[src/rtl/multicycle_control.sv]
// ============================================================================
// multicycle_control: main sequencing FSM of the multicycle MIPS datapath.
// Revision 1.0 - initial release
// ============================================================================
`default_nettype none

module multicycle_control #(
   parameter logic [5:0] OP_RTYPE = 6'b000000,
   parameter logic [5:0] OP_LW    = 6'b100011,
   parameter logic [5:0] OP_SW    = 6'b101011,
   parameter logic [5:0] OP_BEQ   = 6'b000100,
   parameter logic [5:0] OP_J     = 6'b000010
) (
   input  logic       clk,
   input  logic       reset,
   input  logic [5:0] Op,
   input  logic       MemReady,
   output logic       PCWrite,
   output logic       PCWriteCond,
   output logic       IorD,
   output logic       MemRead,
   output logic       MemWrite,
   output logic       IRWrite,
   output logic       MemtoReg,
   output logic       RegDst,
   output logic       RegWrite,
   output logic       ALUSrcA,
   output logic [1:0] ALUSrcB,
   output logic [1:0] PCSource,
   output logic [1:0] ALU_OP,
   output logic       Illegal,
   output logic [3:0] State
);

   typedef enum logic [3:0] {
      FETCH     = 4'd0,
      DECODE    = 4'd1,
      MEM_ADDR  = 4'd2,
      MEM_READ  = 4'd3,
      MEM_WB    = 4'd4,
      MEM_WRITE = 4'd5,
      R_EXEC    = 4'd6,
      R_WB      = 4'd7,
      BRANCH    = 4'd8,
      JUMP      = 4'd9
   } state_t;

   state_t     state, next_state;
   logic       is_sw, is_sw_next;
   logic       illegal_next;
   logic       in_fetch;

   logic       pc_write_d, pc_write_cond_d, iord_d, mem_read_d, mem_write_d;
   logic       mem_to_reg_d, reg_dst_d, reg_write_d, alu_src_a_d;
   logic [1:0] alu_src_b_d, pc_source_d, alu_op_d;

   logic       pc_write_q;

   // FETCH only advances once its strobes are live, so a fetch is never lost
   // in the partial cycle between reset release and the first edge.
   always_comb begin
      next_state   = FETCH;
      is_sw_next   = is_sw;
      illegal_next = 1'b0;
      case (state)
         FETCH:     next_state = (MemReady && in_fetch) ? DECODE : FETCH;
         DECODE: begin
            is_sw_next = (Op == OP_SW);
            if (Op == OP_LW || Op == OP_SW) next_state = MEM_ADDR;
            else if (Op == OP_RTYPE)        next_state = R_EXEC;
            else if (Op == OP_BEQ)          next_state = BRANCH;
            else if (Op == OP_J)            next_state = JUMP;
            else begin
               next_state   = FETCH;
               illegal_next = 1'b1;
            end
         end
         MEM_ADDR:  next_state = is_sw ? MEM_WRITE : MEM_READ;
         MEM_READ:  next_state = MemReady ? MEM_WB : MEM_READ;
         MEM_WB:    next_state = FETCH;
         MEM_WRITE: next_state = MemReady ? FETCH : MEM_WRITE;
         R_EXEC:    next_state = R_WB;
         R_WB:      next_state = FETCH;
         BRANCH:    next_state = FETCH;
         JUMP:      next_state = FETCH;
         default:   next_state = FETCH;
      endcase
   end

   // Moore decode of the state being entered; registered below.
   always_comb begin
      pc_write_d      = 1'b0;
      pc_write_cond_d = 1'b0;
      iord_d          = 1'b0;
      mem_read_d      = 1'b0;
      mem_write_d     = 1'b0;
      mem_to_reg_d    = 1'b0;
      reg_dst_d       = 1'b0;
      reg_write_d     = 1'b0;
      alu_src_a_d     = 1'b0;
      alu_src_b_d     = 2'b00;
      pc_source_d     = 2'b00;
      alu_op_d        = 2'b00;
      case (next_state)
         FETCH: begin
            mem_read_d  = 1'b1;
            alu_src_b_d = 2'b01;
            alu_op_d    = 2'b10;
         end
         DECODE: begin
            alu_src_b_d = 2'b11;
            alu_op_d    = 2'b10;
         end
         MEM_ADDR: begin
            alu_src_a_d = 1'b1;
            alu_src_b_d = 2'b10;
            alu_op_d    = is_sw_next ? 2'b01 : 2'b10;
         end
         MEM_READ: begin
            mem_read_d = 1'b1;
            iord_d     = 1'b1;
         end
         MEM_WB: begin
            reg_write_d  = 1'b1;
            mem_to_reg_d = 1'b1;
         end
         MEM_WRITE: begin
            mem_write_d = 1'b1;
            iord_d      = 1'b1;
         end
         R_EXEC:    alu_src_a_d = 1'b1;
         R_WB: begin
            reg_write_d = 1'b1;
            reg_dst_d   = 1'b1;
         end
         BRANCH: begin
            alu_src_a_d     = 1'b1;
            alu_op_d        = 2'b11;
            pc_write_cond_d = 1'b1;
            pc_source_d     = 2'b01;
         end
         JUMP: begin
            pc_write_d  = 1'b1;
            pc_source_d = 2'b10;
         end
         default: ;
      endcase
   end

   always_ff @(posedge clk or posedge reset) begin
      if (reset) begin
         state       <= FETCH;
         is_sw       <= 1'b0;
         in_fetch    <= 1'b0;
         Illegal     <= 1'b0;
         pc_write_q  <= 1'b0;
         PCWriteCond <= 1'b0;
         IorD        <= 1'b0;
         MemRead     <= 1'b0;
         MemWrite    <= 1'b0;
         MemtoReg    <= 1'b0;
         RegDst      <= 1'b0;
         RegWrite    <= 1'b0;
         ALUSrcA     <= 1'b0;
         ALUSrcB     <= 2'b00;
         PCSource    <= 2'b00;
         ALU_OP      <= 2'b00;
      end else begin
         state       <= next_state;
         is_sw       <= is_sw_next;
         in_fetch    <= (next_state == FETCH);
         Illegal     <= illegal_next;
         pc_write_q  <= pc_write_d;
         PCWriteCond <= pc_write_cond_d;
         IorD        <= iord_d;
         MemRead     <= mem_read_d;
         MemWrite    <= mem_write_d;
         MemtoReg    <= mem_to_reg_d;
         RegDst      <= reg_dst_d;
         RegWrite    <= reg_write_d;
         ALUSrcA     <= alu_src_a_d;
         ALUSrcB     <= alu_src_b_d;
         PCSource    <= pc_source_d;
         ALU_OP      <= alu_op_d;
      end
   end

   // IR and PC load in the fetch cycle in which memory delivers the word.
   assign IRWrite = in_fetch & MemReady;
   assign PCWrite = pc_write_q | (in_fetch & MemReady);
   assign State   = state;

endmodule

`default_nettype wire

[config.mk]
export PLATFORM = sky130hd
export DESIGN_NAME = multicycle_control
export DESIGN_NICKNAME = d
export VERILOG_FILES = /design/src/rtl/multicycle_control.sv
export SDC_FILE = /design/constraint.sdc
export NUM_CORES = 1
export LEC_CHECK = 0
export CAP_MARGIN = 25
export CORE_UTILIZATION = 47
export CTS_BUF_LIST = sky130_fd_sc_hd__clkbuf_8
export CTS_CLUSTER_SIZE = 28
export DETAILED_ROUTE_END_ITERATION = 16
export HOLD_SLACK_MARGIN = 0.06
export PLACE_DENSITY = 0.81
export SLEW_MARGIN = 20
export SYNTH_ARGS = -nofsm -noshare
export SYNTH_HDL_FRONTEND = slang
export SYNTH_SLANG_ARGS = --single-unit
[constraint.sdc]
create_clock -name clk -period 1.81 [get_ports clk]
set_input_delay 0.181 -clock clk [delete_from_list [all_inputs] [get_ports clk]]
set_output_delay 0.181 -clock clk [all_outputs]
set_load 0.03 [all_outputs]
== Word level (Yosys, flattened, before mapping) ==
Index checks and enable logic that the tools add are counted.

* Word-level logic and storage cells: 74
* Flip-flop bits (word level): 22

* Multiplexer cells: 28
* Reduce and logical (&&, ||, !) cells: 10
* Bitwise operators: 2
* Eq/ne operators: 18

{| class="wikitable"
|+ Operators with widths
! operator !! count
|-
| == test 4 x 3 -> 1 bit, second input constant || 6
|-
| one-hot mux 4 bit (6 select lines) || 1
|-
| == test 4 x 2 -> 1 bit, second input constant || 4
|-
| 2-to-1 mux 1 bit || 16
|-
| 2-to-1 mux 4 bit || 4
|-
| == test 6 bit, second input constant || 2
|-
| one-hot mux 2 bit (3 select lines) || 2
|-
| 2-to-1 mux 3 bit || 3
|-
| == test 4 x 1 -> 1 bit, second input constant || 2
|-
| == test 4 bit, second input constant || 2
|-
| logical NOT 4 bit || 2
|-
| OR reduction 2 bit || 4
|-
| == test 6 x 2 -> 1 bit, second input constant || 1
|-
| == test 6 x 3 -> 1 bit, second input constant || 1
|-
| logical NOT 6 bit || 1
|-
| one-hot mux 2 bit (2 select lines) || 1
|-
| OR reduction 3 bit || 1
|-
| 2-to-1 mux 2 bit || 1
|-
| bitwise AND 1 bit || 1
|-
| logical AND 1 bit || 1
|-
| logical OR 1 bit || 1
|-
| OR 1 bit || 1
|}

== Logic depth before layout (Yosys ltp) ==
* Depth in word-level cells: 9
* Depth in mapped cells: 5
* Depth with buffers taken out: 4

== Least setup slack after synthesis ==
No wires, ideal clock.

* Path type: register -> register
* Start point: register state[2], in the netlist State[2]
* End point: register IorD
* Path slack: 197 ps
* Buffers on the path: 1
* Setup time: 122 ps
* Arrival time: 1492 ps
* Stages on the path, launching flop included: 6
* Cell sequence: dfrtp_1 > buf_2 > o21ai_1 > a221oi_1 > o21bai_2 > a32o_1

* Word-level cells in the longest chain between the ends: 5
* Elaborated cells on any way between the ends: 11

{| class="wikitable"
|+ RTL lines
! what !! RTL line !! RTL
|-
| from (decl) || 48 || <nowiki>state_t state, next_state;</nowiki>
|-
| from (signal assigned) || 169 || <nowiki>state <= next_state;</nowiki>
|-
| == test 4 x 3 -> 1 bit, or another cell as far along || 65 || <nowiki>case (state)</nowiki>
|-
| one-hot mux 4 bit (6 select lines) * || 65 ||
|-
| named net next_state[0] || 48 ||
|-
| == test 4 x 3 -> 1 bit or == test 4 x 2 -> 1 bit (tied branches) || 104 || <nowiki>case (next_state)</nowiki>
|-
| OR reduction 2 bit (no source line) * || - ||
|-
| 2-to-1 mux 1 bit * || 104 ||
|-
| named net iord_d || 53 || <nowiki>logic pc_write_d, pc_write_cond_d, iord_d, mem_read_d, mem_write_d;</nowiki>
|-
| to (signal assigned) || 175 || <nowiki>IorD <= iord_d;</nowiki>
|-
| to (decl) || 20 || <nowiki>output logic IorD,</nowiki>
|}

The timed path passes the listed nets; every way through them passes the cells marked *.

== Worst setup path after layout ==
* Start point: register state[0], in the netlist State[0]
* End point: output port State[0]

{| class="wikitable"
|+ RTL lines
! what !! RTL line !! RTL
|-
| to (decl) || 32 || <nowiki>output logic [3:0] State</nowiki>
|}

No word-level cell between the ends.

==> impl_metrics.ini <==
[detailed_routing]
drc_errors = 0
wl_um = 1913
wire_per_inst_um = 12.67
postRouteAntennaNets = 0
detail_route.vias_per_cell = 5.245
firstDrtPassIters = 4
drt_iter0_markers = 20
vias = 792

[run]
maxCapViolCount = 0

[setup_path]
critical_path_class = reg2out
worstPathCellList = clkdlybuf4s50_1
crit_arrival_ns = 1.58
cpPeakStageDelay_ns = 0.75
cp-end-kind = output pin
start_kind = flip-flop
crit_path_max_fanout = 13
cp_top_family = buffers and inverters
critPathSlowestCell = clkdlybuf4s50_1
cp.required_ns = 1.63
path_buf_inv = 1

[timing]
slew_violations = 0
fin_crit_ns = 1.758
worst_pin_slew_ns = 0.4058
hold_violations = 0
slew_headroom_pct = 72.74
fmax_mhz = 568.7
fin_setup_tns_ns = 0
fin_skew_ns = 0.002466
rsz0062_at_grt = false
final.period_utilization_pct = 97.15
setup_viol = 0

[clock_tree]
holdBufCountCts = 0
insertion_delay_ns = 0.25
cts_tree = built
path_clk_slew_ns = 0.07
ctsRootBufferMaster = clkbuf_8
cts_sinks = 20
h-tree-depth = 1
clockBufferDepth = 2
cts_buffers = 3

[die]
dieWidth_um = 47.16
rows = 15
initial_utilization_pct = 52.65
boundaryPins = 30
core_area_sq_um = 1821
die_area_sq_um = 2224
die_y_um = 47.16

[outcome]
status = finished clean

[logic_synthesis]
synth_warnings = 0
synth.distinct_cells = 36
synth_area_sq_um = 958.4
synth-main-ff-cell = dfrtp_1
synth_seq_cells = 20
async_flop_share_pct = 100.0
synth-edff-count = 0
synth_nets = 100
ys_seq_area_share_pct = 52.22
netlist_instances = 91
syn-mean-instance-area_sq_um = 10.53

[min_path]
hp-class = in2async

[grt]
antenna_found_initial = 0
grt_pass1_wl_um = 3139
grt_max_degree = 21
grt_pass1_vias = 685
overflow = 0
track_usage_pct = 20.56

[placement]
gp_congestion = 0.8279
place_area_sq_um = 1301
io_buffer_count = 29
hpwlAfterDp_um = 1465

[layout]
stdcell_area_sq_um = 1358
diodes = 0
area_growth_pct = 41.64
layout-drive-gt1-share_pct = 14.29
layout_commonest_cell = clkdlybuf4s50_1
most-common-layout-cells = clkdlybuf4s50_1 (26), dfrtp_1 (20), nor2_1 (15), buf_4 (8), nand2_1 (6)
nNetsFinal = 136
post-route-util_pct = 74.57

[power_and_ir_drop]
power.leakage_nw = 0.6174
ir_drop_v = 0.0009667
power_mw = 1.626
powerDensity_nw_per_um2 = 1197
==> Yosys cell counts, types with 3 or more instances <==
library cell	count	area [sq um]
and3_1	3	18.77
dfrtp_1	20	500.5
nand2_1	6	22.52
nor2_1	15	56.30
nor3_1	3	15.01
o21ai_1	3	15.01
==> metrics by stage <==
| step | instances | setup WS, ns | hold slack [ns] |
|---|---|---|---|
| 2_1_floorplan | 91 | 0.1969 | 0.1448 |
| 6_report | 151 | 0.05164 | 0.2425 |
| 3_3_place_gp | 147 | 0.02981 | 0.5204 |
| 4_1_cts | 151 | 0.05077 | 0.2544 |
| 5_1_grt | 151 | 0.002315 | 0.2879 |
| 3_5_place_dp | 147 | 0.005034 | 0.5286 |
==> layout make-up <==
type	instances	area, sq um
tap	25	31.28
inverter	2	7.507
timing repair buffer	36	341.6
clock buffer	4	55.05
sequential	20	500.5
multi-input combinational	64	421.7
fill	137	462.9
==> state kept, by name (all words and copies together), names as in the netlist <==
| signal | cells |
|---|---|
| RegWrite | 1 |
| in_fetch | 1 |
| MemWrite | 1 |
| IorD | 1 |
| is_sw | 1 |
| ALUSrcA | 1 |
| RegDst | 1 |
| MemRead | 1 |
| ALUSrcB | 2 |
| State | 4 |
| MemtoReg | 1 |
| ALU_OP | 2 |
| Illegal | 1 |
| PCSource | 1 |
| pc_write_q | 1 |
==> path summary, 6_finish.rpt <==
kind                       cells after the start          to  slack [ns]  startpoint
max                                            1    State[0]        0.05    State[0]
min                                            3    MemtoReg        0.24       reset
max reg2reg                                    4        IorD        0.22    State[0]
min reg2reg                                    1       is_sw        0.54       is_sw
max in group asynchronous                      3  pc_write_q        1.37       reset
min in group clk                               1       is_sw        0.54       is_sw
==> where the power goes <==
part / internal (mW) / switching, mW
sequential: 0.531 / 0.0753
combinational: 0.304 / 0.388
clock: 0.193 / 0.133
total: 1.03 / 0.597
==> cells by family (layout without fill, tap and decap cells) <==
family / Yosys count / in the layout / share of synthesized area (%)
AO/OA/AOI/OAI: 15 / 15 / 12.66
AND/OR/NAND/NOR: 47 / 47 / 29.37
flip-flops: 20 / 20 / 52.22
XOR/XNOR: 1 / 1 / 0.9140
buffers and inverters: 7 / 42 / 3.785
multiplexers: 1 / 1 / 1.044
==> timing repair <==
| item | in CTS | in global routing |
|---|---|---|
| endpoints found under the setup margin | 1 | 1 |
| setup buffers | 0 | 0 |
| endpoints found under the hold margin | 0 | 0 |
| resized for setup | 1 | 1 |
==> routing by layer <==
metal	part of all wire [%]	track usage, %	vias to the layer above
met5	0	0	-
met4	1.6	8.571	0
met3	4.3	3.462	4
met2	48	32.22	28
met1	46	28.29	367
li1	-	-	393
(Power assumes the default switching activity.)
